### config.mk
export PLATFORM = sky130hd
export DESIGN_NAME = seq_fetch_unit_flat
export DESIGN_NICKNAME = d
export VERILOG_FILES = /design/src/rtl/seq_fetch_unit_if.sv /design/src/rtl/seq_fetch_unit.sv /design/src/flat_wrapper.sv
export SDC_FILE = /design/constraint.sdc
export NUM_CORES = 1
export LEC_CHECK = 0
export CAP_MARGIN = 20
export CELL_PAD_IN_SITES_DETAIL_PLACEMENT = 0
export CELL_PAD_IN_SITES_GLOBAL_PLACEMENT = 1
export CORE_AREA = 2 2 194 196
export DETAILED_ROUTE_END_ITERATION = 10
export DIE_AREA = 0 0 196 198
export DONT_BUFFER_PORTS = 1
export PLACE_DENSITY_LB_ADDON = 0.15
export SYNTH_ARGS = -nofsm -noshare
export SYNTH_HDL_FRONTEND = slang
export SYNTH_SLANG_ARGS = --single-unit
### constraint.sdc
create_clock -name clk -period 21.2 [get_ports clk]
set_input_delay 2.12 -clock clk [delete_from_list [all_inputs] [get_ports clk]]
set_output_delay 2.12 -clock clk [all_outputs]
set_load 0.005 [all_outputs]
### src/rtl/seq_fetch_unit_if.sv
// Fetch-stage bus bundle: instruction memory port, decode-side valid/ready
// stream, execute redirect and status flags.
interface seq_fetch_unit_if #(
  parameter int unsigned XLEN = 64,
  parameter int unsigned AW   = 10
);
  logic            imem_req;
  logic [AW-1:0]   imem_addr;
  logic [31:0]     imem_rdata;
  logic            out_valid;
  logic            out_ready;
  logic [XLEN-1:0] out_pc;
  logic [31:0]     out_instr;
  logic            redir_valid;
  logic [XLEN-1:0] redir_pc;
  logic            halted;
  logic            misalign_err;

  modport master (
    output imem_req, imem_addr, out_valid, out_pc, out_instr, halted, misalign_err,
    input  imem_rdata, out_ready, redir_valid, redir_pc
  );

  modport slave (
    input  imem_req, imem_addr, out_valid, out_pc, out_instr, halted, misalign_err,
    output imem_rdata, out_ready, redir_valid, redir_pc
  );
endinterface

### src/rtl/seq_fetch_unit.sv
// Sequential RV64 fetch stage: PC owner, 1-cycle imem reads, 2-entry output queue, redirect/halt.
// Optional FETCH_PERF_EN adds perf_fetched/perf_stall counters.
module seq_fetch_unit #(
  parameter int unsigned     XLEN     = 64,
  parameter logic [XLEN-1:0] RESET_PC = '0,
  parameter int unsigned     AW       = 10
) (
  input  logic               clk,
  input  logic               reset,
  seq_fetch_unit_if.master   bus
`ifdef FETCH_PERF_EN
  ,
  output logic [31:0]        perf_fetched,
  output logic [31:0]        perf_stall
`endif
);

  localparam logic [31:0] Ecall  = 32'h0000_0073;
  localparam logic [31:0] Ebreak = 32'h0010_0073;

  typedef enum logic [0:0] {StRun, StHalt} state_e;

  state_e          state_q, state_d;
  logic [XLEN-1:0] pc_q, pc_d;
  logic            epoch_q, epoch_d;
  logic            infl_q, infl_d;
  logic            infl_epoch_q;
  logic [XLEN-1:0] infl_pc_q;
  logic [XLEN-1:0] q_pc_q    [2];
  logic [31:0]     q_instr_q [2];
  logic            head_q, head_d;
  logic [1:0]      count_q, count_d;
  logic            misalign_q, misalign_d;

  logic       pop, push, issue, halt_word, tail;
  logic [2:0] occupancy;

  assign pop       = (count_q != 2'd0) && bus.out_ready;
  // Responses tagged with a stale epoch belong to a killed request.
  assign push      = infl_q && (infl_epoch_q == epoch_q) && !bus.redir_valid;
  assign halt_word = push && ((bus.imem_rdata == Ecall) || (bus.imem_rdata == Ebreak));
  assign occupancy = {1'b0, count_q} + {2'b00, infl_q} - {2'b00, pop};
  assign issue     = (state_q == StRun) && !bus.redir_valid && !reset && (occupancy < 3'd2);
  assign tail      = head_q ^ count_q[0];

  always_comb begin
    state_d    = state_q;
    pc_d       = pc_q;
    epoch_d    = epoch_q;
    infl_d     = 1'b0;
    head_d     = head_q;
    count_d    = count_q;
    misalign_d = misalign_q;
    if (bus.redir_valid) begin
      state_d    = StRun;
      pc_d       = {bus.redir_pc[XLEN-1:2], 2'b00};
      epoch_d    = ~epoch_q;
      head_d     = 1'b0;
      count_d    = 2'd0;
      misalign_d = misalign_q | (bus.redir_pc[1:0] != 2'b00);
    end else begin
      infl_d  = issue;
      head_d  = head_q ^ pop;
      count_d = count_q + {1'b0, push} - {1'b0, pop};
      if (issue) begin
        pc_d = pc_q + XLEN'(4);
      end
      // The request issued alongside the halting word is younger; flipping the epoch kills it.
      if (halt_word) begin
        state_d = StHalt;
        epoch_d = ~epoch_q;
      end
    end
  end

  always_ff @(posedge clk or posedge reset) begin
    if (reset) begin
      state_q      <= StRun;
      pc_q         <= RESET_PC;
      epoch_q      <= 1'b0;
      infl_q       <= 1'b0;
      infl_epoch_q <= 1'b0;
      infl_pc_q    <= '0;
      head_q       <= 1'b0;
      count_q      <= 2'd0;
      misalign_q   <= 1'b0;
      for (int i = 0; i < 2; i++) begin
        q_pc_q[i]    <= '0;
        q_instr_q[i] <= '0;
      end
    end else begin
      state_q      <= state_d;
      pc_q         <= pc_d;
      epoch_q      <= epoch_d;
      infl_q       <= infl_d;
      infl_epoch_q <= epoch_q;
      infl_pc_q    <= pc_q;
      head_q       <= head_d;
      count_q      <= count_d;
      misalign_q   <= misalign_d;
      if (push) begin
        q_pc_q[tail]    <= infl_pc_q;
        q_instr_q[tail] <= bus.imem_rdata;
      end
    end
  end

  assign bus.imem_req     = issue;
  assign bus.imem_addr    = pc_q[AW+1:2];
  assign bus.out_valid    = (count_q != 2'd0);
  assign bus.out_pc       = bus.out_valid ? q_pc_q[head_q] : '0;
  assign bus.out_instr    = bus.out_valid ? q_instr_q[head_q] : '0;
  assign bus.halted       = (state_q == StHalt);
  assign bus.misalign_err = misalign_q;

`ifdef FETCH_PERF_EN
  always_ff @(posedge clk or posedge reset) begin
    if (reset) begin
      perf_fetched <= '0;
      perf_stall   <= '0;
    end else begin
      if (bus.out_valid && bus.out_ready) begin
        perf_fetched <= perf_fetched + 32'd1;
      end
      if (bus.out_valid && !bus.out_ready) begin
        perf_stall <= perf_stall + 32'd1;
      end
    end
  end
`endif

endmodule

### src/flat_wrapper.sv
// flat-port wrapper written by rule: the top's interface ports become plain ports
module seq_fetch_unit_flat 
#(
  parameter int unsigned     XLEN     = 64,
  parameter logic [XLEN-1:0] RESET_PC = '0,
  parameter int unsigned     AW       = 10
)
  (clk, reset, bus_imem_req, bus_imem_addr, bus_out_valid, bus_out_pc, bus_out_instr, bus_halted, bus_misalign_err, bus_imem_rdata, bus_out_ready, bus_redir_valid, bus_redir_pc);
  seq_fetch_unit_if #(.XLEN(XLEN), .AW(AW)) bus_i ();
  input  logic clk;
  input  logic reset;
  output wire logic [$bits(bus_i.imem_req)-1:0] bus_imem_req;
  output wire logic [$bits(bus_i.imem_addr)-1:0] bus_imem_addr;
  output wire logic [$bits(bus_i.out_valid)-1:0] bus_out_valid;
  output wire logic [$bits(bus_i.out_pc)-1:0] bus_out_pc;
  output wire logic [$bits(bus_i.out_instr)-1:0] bus_out_instr;
  output wire logic [$bits(bus_i.halted)-1:0] bus_halted;
  output wire logic [$bits(bus_i.misalign_err)-1:0] bus_misalign_err;
  input wire logic [$bits(bus_i.imem_rdata)-1:0] bus_imem_rdata;
  input wire logic [$bits(bus_i.out_ready)-1:0] bus_out_ready;
  input wire logic [$bits(bus_i.redir_valid)-1:0] bus_redir_valid;
  input wire logic [$bits(bus_i.redir_pc)-1:0] bus_redir_pc;
  assign bus_imem_req = bus_i.imem_req;
  assign bus_imem_addr = bus_i.imem_addr;
  assign bus_out_valid = bus_i.out_valid;
  assign bus_out_pc = bus_i.out_pc;
  assign bus_out_instr = bus_i.out_instr;
  assign bus_halted = bus_i.halted;
  assign bus_misalign_err = bus_i.misalign_err;
  assign bus_i.imem_rdata = bus_imem_rdata;
  assign bus_i.out_ready = bus_out_ready;
  assign bus_i.redir_valid = bus_redir_valid;
  assign bus_i.redir_pc = bus_redir_pc;
  seq_fetch_unit #(.XLEN(XLEN), .RESET_PC(RESET_PC), .AW(AW)) u_core (.clk(clk), .reset(reset), .bus(bus_i));
endmodule
# Word level (Yosys, flattened, before mapping)

Index checks and enable logic that the tools add are counted.

Flip-flop bits (word level): 328
Memory bits (read-only): 0
Memories kept: 0
Memory bits (writable): 0
Latch bits: 0
Output and inout port bits: 110

Bitwise gates (word level): 7
$mul: 0
Shifts and indexed selects: 0
Multiplexer cells: 23
Order comparisons: 4
Divide/modulo/power cells: 0
Add/sub/neg operators: 5
Equal/unequal tests: 3
Reductions and logical operators: 15

Operators with widths:

| kind                                                                          | number |
|---|---|
| 64-bit two-way mux                                                            | 7 |
| 32-bit two-way mux                                                            | 5 |
| 128-bit bitwise mux                                                           | 1 |
| 64-bit by 3-bit adder with 64-bit output (second input constant)              | 1 |
| 64-bit bitwise mux                                                            | 1 |
| 64-bit demux with 1-bit select                                                | 1 |
| 32-bit demux with 1-bit select                                                | 1 |
| 32-bit by 21-bit equality test with 1-bit output (second input constant)      | 1 |
| 32-bit by 7-bit equality test with 1-bit output (second input constant)       | 1 |
| 1-bit logical AND                                                             | 8 |
| 2-bit nonzero test                                                            | 4 |
| 1-bit two-way mux                                                             | 6 |
| 2-bit greater-or-equal comparator (second input constant)                     | 2 |
| 1-bit NOT with 2-bit output                                                   | 2 |
| 2-bit by 1-bit adder with 3-bit output                                        | 1 |
| 3-bit by 2-bit less-than comparator with 1-bit output (second input constant) | 1 |
| 3-bit by 1-bit subtractor with 3-bit output                                   | 1 |
| 2-bit by 1-bit adder with 2-bit output                                        | 1 |
| 1-bit zero test                                                               | 2 |
| 2-bit by 1-bit less-than comparator with 1-bit output (second input constant) | 1 |
| 2-bit two-way mux                                                             | 1 |
| 1-bit NOT                                                                     | 2 |
| 2-bit by 1-bit subtractor with 2-bit output                                   | 1 |
| 1-bit bitwise XOR                                                             | 2 |
| other kinds (3)                                                               | 3 |

# Depth between registers and ports, before layout

Gate-level depths: netlist of the first run.

Depth in word-level cells: 7
Gate-level depth with buffers: 14
Mapped depth without buffers: 12

# Worst setup path before layout of the first run

Ideal clock, no wire load.

Path type: input port to output port
Start: input bus_out_ready
End: output bus_imem_req
Path slack: 14796 ps
Cell stages on the path: 10
Data arrival time: 4284 ps
Cells stage by stage: and2_1 -> ha_1 -> nand2b_1 -> fa_1 -> nor4b_2 -> nand2_1 -> inv_1 -> buf_2 -> buf_2 -> buf_2

Longest elaborated chain between the ends: 4

Ends and longest elaborated chain:

| what                                                  | RTL line             | text |
|---|---|---|
| start, declared                                       | flat_wrapper.sv:20   | `input wire logic [$bits(bus_i.out_ready)-1:0] bus_out_ready;` |
| 1-bit logical AND                                     | seq_fetch_unit.sv:38 | `assign pop = (count_q != 2'd0) && bus.out_ready;` |
| 3-bit by 1-bit subtractor with 3-bit output           | seq_fetch_unit.sv:42 | `assign occupancy = {1'b0, count_q} + {2'b00, infl_q} - {2'b00, pop};` |
| 3-bit by 2-bit less-than comparator with 1-bit output | seq_fetch_unit.sv:43 | `assign issue = (state_q == StRun) && !bus.redir_valid && !reset && (occupancy < 3'd2);` |
| 1-bit logical AND                                     | seq_fetch_unit.sv:43 |  |
| end, declared                                         | flat_wrapper.sv:12   | `output wire logic [$bits(bus_i.imem_req)-1:0] bus_imem_req;` |

Every way passes these cells.

# Final worst setup path of the first run

Same ends and word-level chain as after synthesis.

==> results by group, run 1 <==
Yosys
  • Mean post-synth cell area: 11.9 um^2
  • Register bit total from synthesis: 320
  • Largest family of logic cells by synthesized area: multiplexers
  • Most common cell in the netlist: dfrtp_1
  • Post-synthesis compound-gate area fraction: 6.26%
  • Mapped Area: 14,500 um^2
  • Cell accounting for the most synthesized area: dfrtp_1
  • Cells after synthesis: 1,220
  • Simple-gate share of the synthesized area: 13.0%
  • EDFF count, synth: 0
  • Top post-synthesis cells by area: dfrtp_1 (55%), mux2_2 (15%), mux2i_1 (6.6%)
  • Post-synth top flop: dfrtp_1
  • Post-synthesis mux area share: 21.3%
  • Top cell type's share of synthesized area: 55.3%
  • Synth cell types: 60
  • Asr flop ratio synth: 100%
  • Synth warnings: 0
  • Xor and xnor area share after synthesis: 0.545%
  • Adder-cell share of the synthesized area: 0.484%
  • Ranking of synthesized cells by instance count: dfrtp_1 (320), mux2_2 (188), nor2_1 (128)
  • Post-synthesis sequential area ratio: 55.3%

GRT
  • Pin count of the biggest net entering global routing: 172
  • Gr ovfl total: 0
  • Vias in the first global route: 9,449
  • Initial antenna violation count: 5
  • Gr usage total: 19.5%
  • First-pass GRT wire length: 58.3 mm

STA
  • Slew @ Worst Pin: 1.03 ns
  • Post-Route Setup TNS: 0 ns
  • Hold Vio Cnt, Final: 0
  • Clk_skew: 0.0216 ns
  • Tmin final: 6.11 ns
  • Final setup violation count: 0
  • F_max: 0.164 GHz
  • Hold Slack: 0.426 ns
  • Final period util: 28.8%
  • RSZ-0062 raised after global routing: no
  • Rel. slew slack: 31.4%
  • Final Max Slew Viols: 0

Die
  • Number of core rows: 71
  • Core Area: 37,000 um^2
  • Starting Density: 39.2%
  • Die height: 198 um
  • Die Area: 38,800 um^2
  • IO Pins: 210
  • Die Width: 196 um

CTS
  • Clock sink total: 320
  • # hold bufs at CTS: 0
  • Clock Tree Root: clkbuf_16
  • Post-CTS Setup Inserts: 0
  • Clock transition at path regs: 0.06 ns
  • CTS tree: yes
  • Clk buf depth: 3
  • Clk_lat worst skew: 0.55 ns
  • CTS resizes: 0
  • TritonCTS Buffers: 36
  • Deepest level of the CTS H-tree: 2

Critical path
  • Worst flop-to-flop path endpoint: u_core.pc_q[49]
  • Reg2reg path depth: 13
  • Largest delay share family, worst path: simple AND/OR/NAND/NOR gates
  • WP data arrival: 3.99 ns
  • Worst Setup End Kind: output pin
  • Crit path max fanout: 4
  • Largest stage delay, worst path: 0.50 ns
  • Bufs and invs on worst path: 1
  • RR Startpoint: u_core.count_q[1]
  • CP max stage cell: fa_1
  • Worst EP required: 19.08 ns
  • Flop-to-flop setup slack: 16.47 ns
  • CP cell instances: and2_1 -> ha_1 -> nand2b_1 -> fa_1 -> nor4b_2 -> nand2_2 -> inv_1
  • Nature of the critical path startpoint: input pin
  • Critical path class: in2out

Pwr
  • Maximum vdd drop: 0.0707 mV
  • Cell Pwr Density: 142 nW/um^2
  • LEAKAGE: 6.81 nW

Placement
  • Post-DP Area: 14,800 um^2
  • Global placement routability congestion: 0.803
  • IO Port Bufs: 0
  • HPWL after detailed placement: 24.0 mm

Final layout
  • Post-route cell area: 16,100 um^2
  • Area growth syn-to-layout: 11.0%
  • Layout cells sized above 1: 23.3%
  • Final-layout fill cell count: 3,522
  • Post-layout nets: 1,289

Hold path
  • WHS Path Cells: 0
  • Hold_sp: u_core.pc_q[63]
  • Endpoint, Worst Hold: u_core.infl_pc_q[63]
  • Min-Delay Path Class: reg2reg

Drt
  • Routed Antenna Nets: 0
  • DRC violations left: 0
  • Post-Route WL: 37.4 mm
  • Routed wire per std cell: 22.2 um
  • DRT Pass-1 Iters: 4
  • DR vias/cell: 5.65
  • Vias: 9,544
  • Number of DRC markers in iteration 0: 506

Run
  • Max cap viols: 0

Run status
  • Status: finished clean
==> worst register-to-register path, stage by stage, from the launching register on <==
cell,delay [ns]
dfrtp_1,0.47
nor2_4,0.75
inv_1,0.18
and2_1,0.30
ha_1,0.30
nand2b_1,0.15
fa_1,0.50
nor4b_2,0.38
nand2_2,0.09
inv_1,0.21
buf_4,0.48
nand2_1,0.28
or4_1,0.46
o211ai_1,0.10
==> per-stage QoR <==
| step | power, mW | utilization (%) | std cells | worst slack, ns |
|---|---|---|---|---|
| floorplan | 1.48 | - | 1221 | 10.22 |
| global placement | 1.65 | 40.1 | 1619 | 15.13 |
| detailed placement | 1.66 | 40.1 | 1619 | 15.11 |
| CTS | 2.31 | 43.4 | 1685 | 15.10 |
| global route | 2.43 | 43.5 | 1688 | 14.85 |
| finish | 2.28 | 43.5 | 1690 | 15.09 |
==> layer usage <==
layer | up-vias | track usage, % | share of wire, %
met1 | 4927 | 28.1 | 48
met3 | 47 | 5.23 | 5.7
met2 | 208 | 28.9 | 45
met4 | 4 | 5.75 | 1.8
met5 | - | 0 | 0.088
li1 | 4358 | - | -
==> layout make-up <==
class                   instances  area, um^2  share of cell area [%]
diodes                          4        10.0                  0.0623
clock buffers                  53        1070                    6.63
clock inverters                13         148                   0.919
inverters                      15        63.8                   0.397
multi-input cells             800        6060                    37.7
flip-flops and latches        320        8010                    49.9
well taps                     474         593                    3.69
repair buffers                 11         115                   0.716
==> cells by family after synthesis <==
kind of cell | after synthesis
compound gates | 127
fa+ha+maj | 5
xor+xnor | 9
other cells | 1
simple gates | 373
flops | 320
mux | 284
buf+inv | 101
==> sequential cells by signal (all words and copies together) (netlist names) <==
| signal | flops |
|---|---|
| u_core.q_instr_q | 64 |
| u_core.infl_epoch_q | 1 |
| u_core.infl_q | 1 |
| u_core.bus.misalign_err | 1 |
| u_core.epoch_q | 1 |
| u_core.q_pc_q | 124 |
| u_core.pc_q | 62 |
| u_core.infl_pc_q | 62 |
| u_core.head_q | 1 |
| u_core.count_q | 2 |
| u_core.bus.halted | 1 |
==> worst max-delay path by stage <==
stage | start | slack, ns | endpoint | cells past startpoint
floorplan | reset | 10.22 | u_core.bus.halted | 1
global placement | bus_out_ready | 15.13 | bus_imem_req | 7
detailed placement | bus_out_ready | 15.11 | bus_imem_req | 7
CTS | bus_out_ready | 15.10 | bus_imem_req | 7
global route | u_core.count_q[1] | 14.85 | bus_imem_req | 9
finish | bus_out_ready | 15.09 | bus_imem_req | 7
==> placed cells by master, fill, tap and decap left out, types with 17 or more instances in the layout <==
cell type / instances
a21oi_1: 17
and3_1: 20
clkbuf_16: 37
dfrtp_1: 319
mux2_2: 188
mux2i_1: 96
nand2_1: 72
nand3_1: 48
nand4_1: 19
nor2_1: 126
o211ai_1: 19
o21ai_0: 24
o311ai_0: 20
==> report_power, final <==
group	total (mW)	leakage, nW	internal [mW]	switching (mW)
Combinational	0.616	2.18	0.290	0.326
Clock	0.641	0.606	0.386	0.255
Sequential	1.02	4.02	0.838	0.182
Note: power is estimated with default switching activity, not from simulation.
==> run 2, diff against run 1 <==
--- a/config.mk
+++ b/config.mk
@@ -5,12 +5,13 @@
 export SDC_FILE = /design/constraint.sdc
 export NUM_CORES = 1
 export LEC_CHECK = 0
+export ABC_AREA = 1
 export CAP_MARGIN = 20
 export CELL_PAD_IN_SITES_DETAIL_PLACEMENT = 0
 export CELL_PAD_IN_SITES_GLOBAL_PLACEMENT = 1
-export CORE_AREA = 2 2 194 196
+export CORE_AREA = 2 2 199 201
 export DETAILED_ROUTE_END_ITERATION = 10
-export DIE_AREA = 0 0 196 198
+export DIE_AREA = 0 0 201 203
 export DONT_BUFFER_PORTS = 1
 export PLACE_DENSITY_LB_ADDON = 0.15
 export SYNTH_ARGS = -nofsm -noshare
==> constraint.sdc (replaced) <==
create_clock -name clk -period 5.6 [get_ports clk]
set_input_delay 0.56 -clock clk [delete_from_list [all_inputs] [get_ports clk]]
set_output_delay 0.56 -clock clk [all_outputs]
set_load 0.005 [all_outputs]
==> run 2 against run 1 <==
Net effect: wire length is 20% higher; via count is 31% higher; global-route usage is 2.8 points higher; synthesized area is 6.2% higher; largest power group unchanged; synthesized cell count is 64% higher; total power grew to 4.0 times the previous value; die area is 5.1% higher.
==> results by group, run 2 <==
Run status
  • Status: finished clean

Final layout
  • Biggest regs: u_core.q_pc_q (124), u_core.q_instr_q (64)
  • Area growth syn-to-layout: 10.3%
  • Max FFs per register: 124 (unchanged)
  • Most frequent cells in the layout: nand2_1 (717), dfrtp_1 (319), inv_1 (234)
  • Post-route cell area: 16,900 um^2 (+5.4%)
  • Commonest non-fill, non-tap cell in the layout: nand2_1
  • Final-layout fill cell count: 3,957 (+12%)
  • Layout cells sized above 1: 6.11% (-17 points)
  • Top reg by flops: u_core.q_pc_q
  • # diodes: 0 (-4)
  • Post-layout nets: 2,058 (+60%)

CTS
  • TritonCTS Buffers: 38 (+5.6%)
  • CTS tree: yes
  • Clock transition at path regs: 0.06 ns (about the same)
  • Post-CTS Setup Inserts: 0 (unchanged)
  • Deepest level of the CTS H-tree: 2 (unchanged)
  • Clk_lat worst skew: 0.54 ns (about the same)
  • Clk buf depth: 3 (unchanged)
  • Clock sink total: 320 (unchanged)
  • Clock Tree Root: clkbuf_16

Drt
  • Routed Antenna Nets: 0 (unchanged)
  • DRT Pass-1 Iters: 6 (+2)
  • DRC violations left: 0 (unchanged)
  • Post-Route WL: 45.0 mm (+20%)
  • Vias: 12,459 (+31%)
  • Number of DRC markers in iteration 0: 1,029 (+100%)
  • Routed wire per std cell: 18.0 um (-19%)
  • DR vias/cell: 4.99 (-12%)

GRT
  • Pin count of the biggest net entering global routing: 111 (-35%)
  • Initial antenna violation count: 0 (-5)
  • Gr usage total: 22.3% (+2.8 points)
  • Gr ovfl total: 0 (unchanged)
  • First-pass GRT wire length: 71.4 mm (+23%)
  • Vias in the first global route: 12,064 (+28%)

STA
  • Final period util: 71.4%
  • Tmin final: 4.00 ns
  • Rel. slew slack: 34.9% (+3.5 points)
  • Hold Vio Cnt, Final: 0 (unchanged)
  • Final setup violation count: 0 (unchanged)
  • Clk_skew: 0.0144 ns (-0.00717 ns)
  • Post-Route Setup TNS: 0 ns (unchanged)
  • RSZ-0062 raised after global routing: no
  • Slew @ Worst Pin: 0.977 ns (-0.0519 ns)
  • F_max: 0.250 GHz
  • Final Max Slew Viols: 0 (unchanged)

Yosys
  • Top cell type's share of synthesized area: 52.1% (-3.2 points)
  • Ranking of synthesized cells by instance count: nand2_1 (717), dfrtp_1 (320), inv_1 (236)
  • Post-synth top flop: dfrtp_1
  • Asr flop ratio synth: 100% (unchanged)
  • Synth cell types: 31 (-48%)
  • Post-synthesis sequential area ratio: 52.1% (-3.2 points)
  • EDFF count, synth: 0 (unchanged)
  • Cell accounting for the most synthesized area: dfrtp_1
  • Mapped Area: 15,400 um^2 (+6.2%)
  • Top post-synthesis cells by area: dfrtp_1 (52%), nand2_1 (18%), inv_1 (5.8%)
  • Cells after synthesis: 1,997 (+64%)
  • Register bit total from synthesis: 320 (unchanged)
  • Mean post-synth cell area: 7.69 um^2 (-35%)
  • Most common cell in the netlist: nand2_1
  • Synth warnings: 0 (unchanged)

Pwr
  • Total Power: 9.20 mW (+300%)
  • Cell Pwr Density: 543 nW/um^2 (+280%)
  • LEAKAGE: 8.16 nW (+20%)
  • Maximum vdd drop: 0.244 mV (+250%)

Placement
  • Post-DP Area: 15,600 um^2 (+5.5%)
  • IO Port Bufs: 0 (unchanged)
  • HPWL after detailed placement: 30.5 mm (+27%)
  • Global placement routability congestion: 0.838 (+4.4%)

Critical path
  • Bufs and invs on worst path: 3 (+2)
  • Worst EP required: 5.04 ns (-14.04 ns)
  • Largest stage delay, worst path: 0.48 ns (-0.02 ns)
  • Crit path max fanout: 16 (+12)
  • Largest delay share family, worst path: buffers and inverters
  • Worst Setup End Kind: output pin
  • WP data arrival: 3.44 ns (-0.55 ns)
  • CP max stage cell: dfrtp_1
  • Critical path class: reg2out
  • CP cell instances: nor2_4 -> nor2_1 -> ha_1 -> or2_2 -> fa_1 -> xor2_1 -> nor2_1 -> nand2_1 -> buf_4 -> clkinv_1 -> buf_4
  • Flop-to-flop setup slack: 2.21 ns (-14.26 ns)
  • Nature of the critical path startpoint: register

Run
  • Max cap viols: 0 (unchanged)

Die
  • Number of core rows: 72 (+1.4%)
  • Core Area: 38,500 um^2 (+4.1%)
  • Starting Density: 39.9% (+0.78 points)
  • Die Width: 201 um (+2.6%)
  • Die height: 203 um (+2.5%)
  • Die Area: 40,800 um^2 (+5.1%)
  • IO Pins: 210 (unchanged)

Hold path
  • Min-Delay Path Class: in2reg
run 2: power breakdown:
part | internal, mW | switching [mW]
sequential | 3.34 | 0.831
clock | 1.48 | 0.992
combinational | 0.834 | 1.73
run 2: routing by layer:
| layer | up-vias | part of all wire, % | global-route usage, % |
|---|---|---|---|
| met1 | 5941 | 48 | 32.9 |
| met5 | - | 0 | 0 |
| li1 | 6144 | - | - |
| met3 | 49 | 5.9 | 4.38 |
| met4 | 0 | 1.8 | 5.34 |
| met2 | 325 | 44 | 33.8 |
run 2: path summary, 6_finish.rpt:
check / startpoint / endpoint / depth (start not counted)
min in group asynchronous: reset / u_core.bus.halted / 2
max in group asynchronous: reset / u_core.head_q / 3
worst max register to register: u_core.count_q[1] / u_core.pc_q[26] / 15
worst min register to register: u_core.epoch_q / u_core.infl_epoch_q / 0
worst max-delay path: u_core.count_q[1] / bus_imem_req / 11
worst min-delay path: bus_redir_valid / u_core.count_q[1] / 1
run 2: final cells by class:
| cell class | instances | area (um^2) | share of cell area, % |
|---|---|---|---|
| sequential | 320 | 8010 | 47.3 |
| multi-input combinational | 1337 | 5920 | 34.9 |
| clock buffer | 56 | 1160 | 6.85 |
| inverter | 238 | 897 | 5.30 |
| tap | 518 | 648 | 3.83 |
| timing repair buffer | 18 | 195 | 1.15 |
| clock inverter | 12 | 110 | 0.650 |
run 2: stage by stage:
step	worst slack [ns]	hold WS, ns	std cells	util (%)
final	1.60	0.104	2499	44.0
after global routing	1.44	0.0840	2499	44.0
after CTS	1.60	0.0722	2498	44.0
after detailed placement	2.09	0.407	2429	40.6
after global placement	2.17	0.405	2429	40.6
after floorplan	0.773	0.374	1998	-
run 2: timing repair:
item / CTS / global route
gates resized for setup: 0 / 0
hold endpoints to repair: 23 / 0
hold buffers: 1 / 0
run 2: kinds of logic after synthesis:
kind of cell    after synthesis  synth area share (%)
buf+inv                     341                  9.49
xor+xnor                     14                 0.798
flops                       320                  52.1
compound gates              357                  12.7
fa+ha+maj                     5                 0.456
simple gates                959                  24.5
other cells                   1                0.0244
